### config.mk
export PLATFORM = sky130hd
export DESIGN_NAME = uart_cmd_responder
export DESIGN_NICKNAME = d
export VERILOG_FILES = /design/src/rtl/uart_cmd_responder_pkg.sv /design/src/rtl/uart_cmd_responder_regfile.sv /design/src/rtl/uart_cmd_responder.sv
export SDC_FILE = /design/constraint.sdc
export NUM_CORES = 1
export LEC_CHECK = 0
export BUFFER_PORTS_ARGS = -buffer_cell sky130_fd_sc_hd__buf_2
export CAP_MARGIN = 20
export CORE_MARGIN = 1
export CORE_UTILIZATION = 55
export CTS_CLUSTER_SIZE = 40
export DETAILED_ROUTE_END_ITERATION = 10
export GPL_TIMING_DRIVEN = 0
export PLACE_DENSITY = 0.76
export SLEW_MARGIN = 15
export SYNTH_ARGS = -nofsm -noshare
export SYNTH_HDL_FRONTEND = slang
export SYNTH_SLANG_ARGS = --single-unit
### constraint.sdc
create_clock -name clk -period 7.58 [get_ports clk]
set_input_delay 1.516 -clock clk [delete_from_list [all_inputs] [get_ports clk]]
set_output_delay 1.516 -clock clk [all_outputs]
set_load 0.02 [all_outputs]
### src/rtl/uart_cmd_responder_pkg.sv
// Shared definitions for the config-UART command responder: packet layout,
// FSM state encoding, register reset defaults and the parity helper.
package uart_cmd_pkg;

    localparam int PKT_W      = 18;
    localparam int PARITY_BIT = 17;
    localparam int ADDR_MSB   = 16;
    localparam int ADDR_LSB   = 9;
    localparam int DATA_MSB   = 8;
    localparam int DATA_LSB   = 1;
    localparam int WRB_BIT    = 0;

    // Packet as it travels on the wire, MSB first.
    typedef struct packed {
        logic       parity;
        logic [7:0] addr;
        logic [7:0] data;
        logic       wrb;
    } uart_pkt_t;

    typedef enum logic [2:0] {
        ST_IDLE,
        ST_UNLOAD,
        ST_CAPTURE,
        ST_EXEC,
        ST_TX_WAIT,
        ST_TX_LOAD
    } state_t;

    // Power-on contents of the config register file.
    localparam int NUM_DEFAULTS = 16;
    localparam logic [7:0] CONFIG_DEFAULTS [NUM_DEFAULTS] = '{
        8'h00, 8'h11, 8'h22, 8'h33, 8'h44, 8'h55, 8'h66, 8'h77,
        8'h88, 8'h99, 8'hAA, 8'hBB, 8'hCC, 8'hDD, 8'hEE, 8'hFF
    };

    // Parity bit that makes a 17-bit body plus the bit odd overall.
    function automatic logic odd_parity(input logic [16:0] body);
        return ~^body;
    endfunction

    // Registers beyond the default table (larger NUMREGS builds) reset to 0.
    function automatic logic [7:0] config_default(input int k);
        if (k < NUM_DEFAULTS)
            return CONFIG_DEFAULTS[k];
        return 8'h00;
    endfunction

endpackage

### src/rtl/uart_cmd_responder_regfile.sv
// NUMREGS x 8 config register file: one synchronous write port, one
// combinational read port sharing the address, flattened view for the
// analog config bus.
module cmd_regfile
    import uart_cmd_pkg::*;
#(
    parameter int NUMREGS = 16,
    parameter int AW      = 4
) (
    input  logic                 clk,
    input  logic                 reset,
    input  logic                 i_we,
    input  logic [AW-1:0]        i_addr,
    input  logic [7:0]           i_wdata,
    output logic [7:0]           o_rdata,
    output logic [NUMREGS*8-1:0] o_config_bits
);

    logic [NUMREGS-1:0][7:0] r_regs;

    // Storage: reset to the package defaults, otherwise a single write port.
    always_ff @(posedge clk or posedge reset) begin
        if (reset) begin
            for (int k = 0; k < NUMREGS; k++)
                r_regs[k] <= config_default(k);
        end else if (i_we) begin
            r_regs[i_addr] <= i_wdata;
        end
    end

    // The caller only looks at o_rdata for in-range addresses.
    assign o_rdata       = r_regs[i_addr];
    assign o_config_bits = r_regs;

endmodule

### src/rtl/uart_cmd_responder.sv
// Chip-side command processor for the 18-bit config UART. Unloads one packet
// from uart_rx, checks odd parity and address range, writes or reads the
// config register file and hands a reply packet to uart_tx.
module uart_cmd_responder
    import uart_cmd_pkg::*;
#(
    parameter int NUMREGS = 16,
    parameter int ERRW    = 8
) (
    input  logic                 clk,
    input  logic                 reset,
    input  logic [PKT_W-1:0]     rx_data,
    input  logic                 rx_empty,
    output logic                 uld_rx_data,
    output logic [PKT_W-1:0]     tx_data,
    output logic                 ld_tx_data,
    input  logic                 tx_busy,
    output logic [NUMREGS*8-1:0] config_bits,
    output logic [ERRW-1:0]      cmd_err_count,
    output logic                 busy
);

    // Register-file address width; packets carry 8 address bits, so
    // NUMREGS is limited to 256.
    localparam int AW = (NUMREGS > 1) ? $clog2(NUMREGS) : 1;

    state_t           r_state;
    state_t           w_next;
    logic [PKT_W-1:0] r_cmd;
    logic [PKT_W-1:0] r_tx_data;
    logic [ERRW-1:0]  r_err_cnt;

    logic [7:0]       w_addr;
    logic [7:0]       w_data;
    logic             w_wrb;
    logic             w_par_ok;
    logic             w_addr_ok;
    logic             w_cmd_ok;
    logic [AW-1:0]    w_rf_addr;
    logic [7:0]       w_rdata;
    uart_pkt_t        w_reply;
    logic             w_we;
    logic             w_load_reply;
    logic             w_err_inc;

    // Decode the captured command.
    assign w_addr    = r_cmd[ADDR_MSB:ADDR_LSB];
    assign w_data    = r_cmd[DATA_MSB:DATA_LSB];
    assign w_wrb     = r_cmd[WRB_BIT];
    assign w_par_ok  = (r_cmd[PARITY_BIT] == odd_parity(r_cmd[ADDR_MSB:WRB_BIT]));
    assign w_addr_ok = (int'(w_addr) < NUMREGS);
    assign w_cmd_ok  = w_par_ok & w_addr_ok;
    assign w_rf_addr = w_addr[AW-1:0];

    cmd_regfile #(
        .NUMREGS (NUMREGS),
        .AW      (AW)
    ) u_regfile (
        .clk           (clk),
        .reset         (reset),
        .i_we          (w_we),
        .i_addr        (w_rf_addr),
        .i_wdata       (w_data),
        .o_rdata       (w_rdata),
        .o_config_bits (config_bits)
    );

    // Reply packet: a write echoes the new value, a read returns the current one.
    always_comb begin
        w_reply        = '0;
        w_reply.addr   = w_addr;
        w_reply.data   = w_wrb ? w_rdata : w_data;
        w_reply.wrb    = w_wrb;
        w_reply.parity = odd_parity({w_reply.addr, w_reply.data, w_reply.wrb});
    end

    // FSM state register.
    always_ff @(posedge clk or posedge reset) begin
        if (reset)
            r_state <= ST_IDLE;
        else
            r_state <= w_next;
    end

    // FSM next-state logic.
    always_comb begin
        w_next = r_state;
        unique case (r_state)
            ST_IDLE:    if (!rx_empty) w_next = ST_UNLOAD;
            ST_UNLOAD:  w_next = ST_CAPTURE;
            ST_CAPTURE: w_next = ST_EXEC;
            ST_EXEC:    w_next = w_cmd_ok ? ST_TX_WAIT : ST_IDLE;
            ST_TX_WAIT: if (!tx_busy) w_next = ST_TX_LOAD;
            ST_TX_LOAD: if (tx_busy) w_next = ST_IDLE;
            default:    w_next = ST_IDLE;
        endcase
    end

    // FSM outputs: strobes and per-state datapath enables.
    always_comb begin
        uld_rx_data  = 1'b0;
        ld_tx_data   = 1'b0;
        busy         = (r_state != ST_IDLE);
        w_we         = 1'b0;
        w_load_reply = 1'b0;
        w_err_inc    = 1'b0;
        case (r_state)
            ST_UNLOAD: uld_rx_data = 1'b1;
            ST_EXEC: begin
                w_we         = w_cmd_ok & ~w_wrb;
                w_load_reply = w_cmd_ok;
                w_err_inc    = ~w_cmd_ok;
            end
            ST_TX_LOAD: ld_tx_data = 1'b1;
            default: ;
        endcase
    end

    // Command capture, reply holding register and saturating error counter.
    always_ff @(posedge clk or posedge reset) begin
        if (reset) begin
            r_cmd     <= '0;
            r_tx_data <= '0;
            r_err_cnt <= '0;
        end else begin
            if (r_state == ST_CAPTURE)
                r_cmd <= rx_data;
            if (w_load_reply)
                r_tx_data <= w_reply;
            if (w_err_inc && (r_err_cnt != {ERRW{1'b1}}))
                r_err_cnt <= r_err_cnt + 1'b1;
        end
    end

    assign tx_data       = r_tx_data;
    assign cmd_err_count = r_err_cnt;

endmodule
==> results_dict.tcl <==
set metrics [dict create \
    die_h_um 125.5 \
    async_flop_share_pct 100.0 \
    internal_power_mw 2.529 \
    crit-reg2reg-capture "tx_data[17]" \
    drtIter0Drc 374 \
    dp_hpwl_um 16140 \
    ys_ff_latch 175 \
    slew_violations 0 \
    syn_area_mm2 0.008384 \
    synth_top_flop_cell "dfrtp_1" \
    design_area_mm2 0.01017 \
    cts.clk_slew.worst_paths_ps 60 \
    max_freq_mhz 267.4 \
    critPathLaunch "r_cmd[12]" \
    viasPerCell 5.970 \
    syn_inst 579 \
    fin_crit_ps 3740 \
    report.final.hold_viol_count 0 \
    grt_pass1_vias 5811 \
    worstMarginPinSlew_ps 905.3 \
    fin_skew_ps 12.66 \
    endpoint_kind "flip-flop" \
    worstPathMaxFanout 10 \
    rr_worst_depth 9 \
    syn-num-nets 602 \
    p_leak_nw 5.112 \
    dp_cells 942 \
    yosysSeqAreaShare_pct 53.19 \
    core-area_mm2 0.01470 \
    htreeDepth 4 \
    synth_edf_count 0 \
    fill_cells 1017 \
    final_nets 800 \
    setup-violations-final 0 \
    yosysWarningCount 0 \
    ys_types 45 \
    synth_top_area_cell "dfrtp_1" \
    synth_most_common_cell "mux2_2" \
    grt_max_degree 92 \
    ant_nets 0 \
    yosys-top-cells-count "mux2_2 (118), dfrtp_1 (111), dfstp_2 (64)" \
    cts_root_buf "clkbuf_16" \
    rsz0062_at_grt "no" \
    place_congestion 0.8474 \
    drv_cap 0 \
    wl_per_cell_um 23.50 \
    sw_frac_of_total_pct 39.20 \
    crit_type "reg2reg" \
    antenna_cells 0 \
    synth_area_leaders "dfrtp_1 (33%), dfstp_2 (20%), mux2_2 (16%), mux4_2 (7.0%), mux2_4 (5.7%)" \
    reg2reg_setup_slack_ps 3840 \
    drt_first_pass_iters 7 \
    hp-start "tx_data[15]" \
    clock_power_share_pct 22.5 \
    min_path_type "reg2reg" \
    overflow 0 \
    port_buffers 178 \
    finalNonFillerCells 974 \
    initial_utilization_pct 57.04 \
    vdd_ir_drop_max_uv 267.1 \
    status "complete, but fails checks" \
    ios 179 \
    hold_depth 1 \
    dieArea_mm2 0.01574 \
    vias 5815 \
    power.switching_mw 1.631 \
    cp.arrival_ps 4040 \
    synth_top_area_share_pct 33.13 \
    cts_resized 0 \
    track_usage_pct 30.47 \
    cts_setup_buffers 0 \
    drt_wl_total_um 22890 \
    cts_tree "built" \
    drc 11 \
    holdPathEnd "tx_data[15]" \
    row_count 44 \
    die_width_um 125.5 \
    clockBufferDepth 2 \
    slew_headroom_pct 39.19 \
    syn_avg_cell_area_um2 14.48 \
    reg2reg_from "r_cmd[12]" \
    grt_pass1_wl_um 35160 \
    timing.final.crit_share_pct 49.33 \
    finalPower_mw 4.160 \
    clkLatencyLatePin_ps 440 \
    cts_hold_buf 0 \
    clock-sinks 175 \
    start_kind "flip-flop" \
    drive_gt1_share_pct 60.89 \
    violations "design-rule violations" \
    cts_made_buffers 17 \
    antenna_found_initial 0 \
    dpl_cell_area_mm2 0.009540 \
    p_comb_share_pct 45.8 \
    power_density_mw_per_mm2 409.0 \
    area_delta_synth_final_pct 21.30 \
    p_seq_share_pct 31.7 \
    cp_data_required_time_ps 7880 \
]
-- registers in the layout (all words and copies together), names as in the netlist --
signal / cells
r_cmd: 18
tx_data: 18
cmd_err_count: 8
u_regfile.o_config_bits: 128
r_state: 3
-- placed cells by master (no fill, tap or decap), types with 5 or more instances in the layout --
master | netlist | routed
or4_1 | 12 | 12
nand3_1 | 5 | 5
mux4_2 | 26 | 26
dfstp_2 | 64 | 64
inv_1 | 6 | 5
a21oi_1 | 5 | 5
clkbuf_1 | 28 | 29
and2_1 | 7 | 7
dfrtp_1 | 111 | 111
mux2_4 | 32 | 32
buf_2 | 13 | 191
clkbuf_16 | 0 | 17
nand2_1 | 20 | 20
buf_4 | 7 | 7
o22ai_1 | 5 | 5
mux2_2 | 118 | 118
nor2_1 | 6 | 6
mux2i_1 | 21 | 21
xnor2_1 | 24 | 24
o21ai_0 | 20 | 20
-- worst max-delay path, stage by stage, from the launching register on --
cell	delay [ps]
dfrtp_1	380
clkbuf_1	630
buf_2	490
clkinv_1	450
nand2_1	340
o22ai_1	120
o21ai_0	470
xnor3_1	420
xnor3_1	240
o21ai_0	80
-- per-layer routing --
metal  vias up  global-route usage [%]  share of wire [%]
met5         -                   1.238                  0
met4         0                   11.48                2.1
met3        34                   7.488                7.0
met2       264                   48.30                 49
met1      3014                   40.69                 42
li1       2503                       -                  -
-- how the worst max path moves through the flow --
stage,slack (ps),cells after the start,endpoint
finish,3840,9,tx_data[17]
floorplan,1420,1,cmd_err_count[0]
CTS,3930,9,tx_data[17]
global route,3690,9,tx_data[17]
global placement,-100,2,u_regfile.o_config_bits[15]
detailed placement,3970,9,tx_data[17]
-- kinds of logic after synthesis --
logic type	after synthesis	share of synthesized area [%]
AND/OR/NAND/NOR	75	5.701
AO/OA/AOI/OAI	44	3.179
XOR/XNOR	29	3.522
multiplexers	197	31.07
flip-flops	175	53.19
adder cells (fa/ha/maj)	1	0.1492
buffers and inverters	58	3.193
-- power by group through the flow --
stage	clock, mW	combinational, mW	sequential (mW)
3_3_place_gp	0	1.84	1.31
4_1_cts	0.942	1.89	1.32
3_5_place_dp	0	1.87	1.33
5_1_grt	0.980	2.03	1.34
2_1_floorplan	0	1.18	1.47
6_report	0.937	1.90	1.32
-- layout make-up --
class / instances / area, µm² / area share [%]
clock inverter: 13 / 186.4 / 1.833
sequential: 175 / 4459 / 43.85
inverter: 8 / 37.54 / 0.3691
tap: 184 / 230.2 / 2.264
multi-input combinational: 346 / 3657 / 35.96
buffer: 50 / 237.7 / 2.338
timing repair buffer: 179 / 918.4 / 9.030
clock buffer: 19 / 442.9 / 4.355
-- metrics by stage --
step                setup WS [ps]  hold slack (ps)  setup TNS, ps  utilization (%)
floorplan                    1425            496.8              0                -
global placement           -96.79            463.2          -9548            64.67
detailed placement           3974            467.5              0            64.90
CTS                          3933            484.0              0            69.19
global route                 3686            497.3              0            69.19
finish                       3840            477.7              0            69.19
No activity file was read; power rests on OpenSTA's default activity.
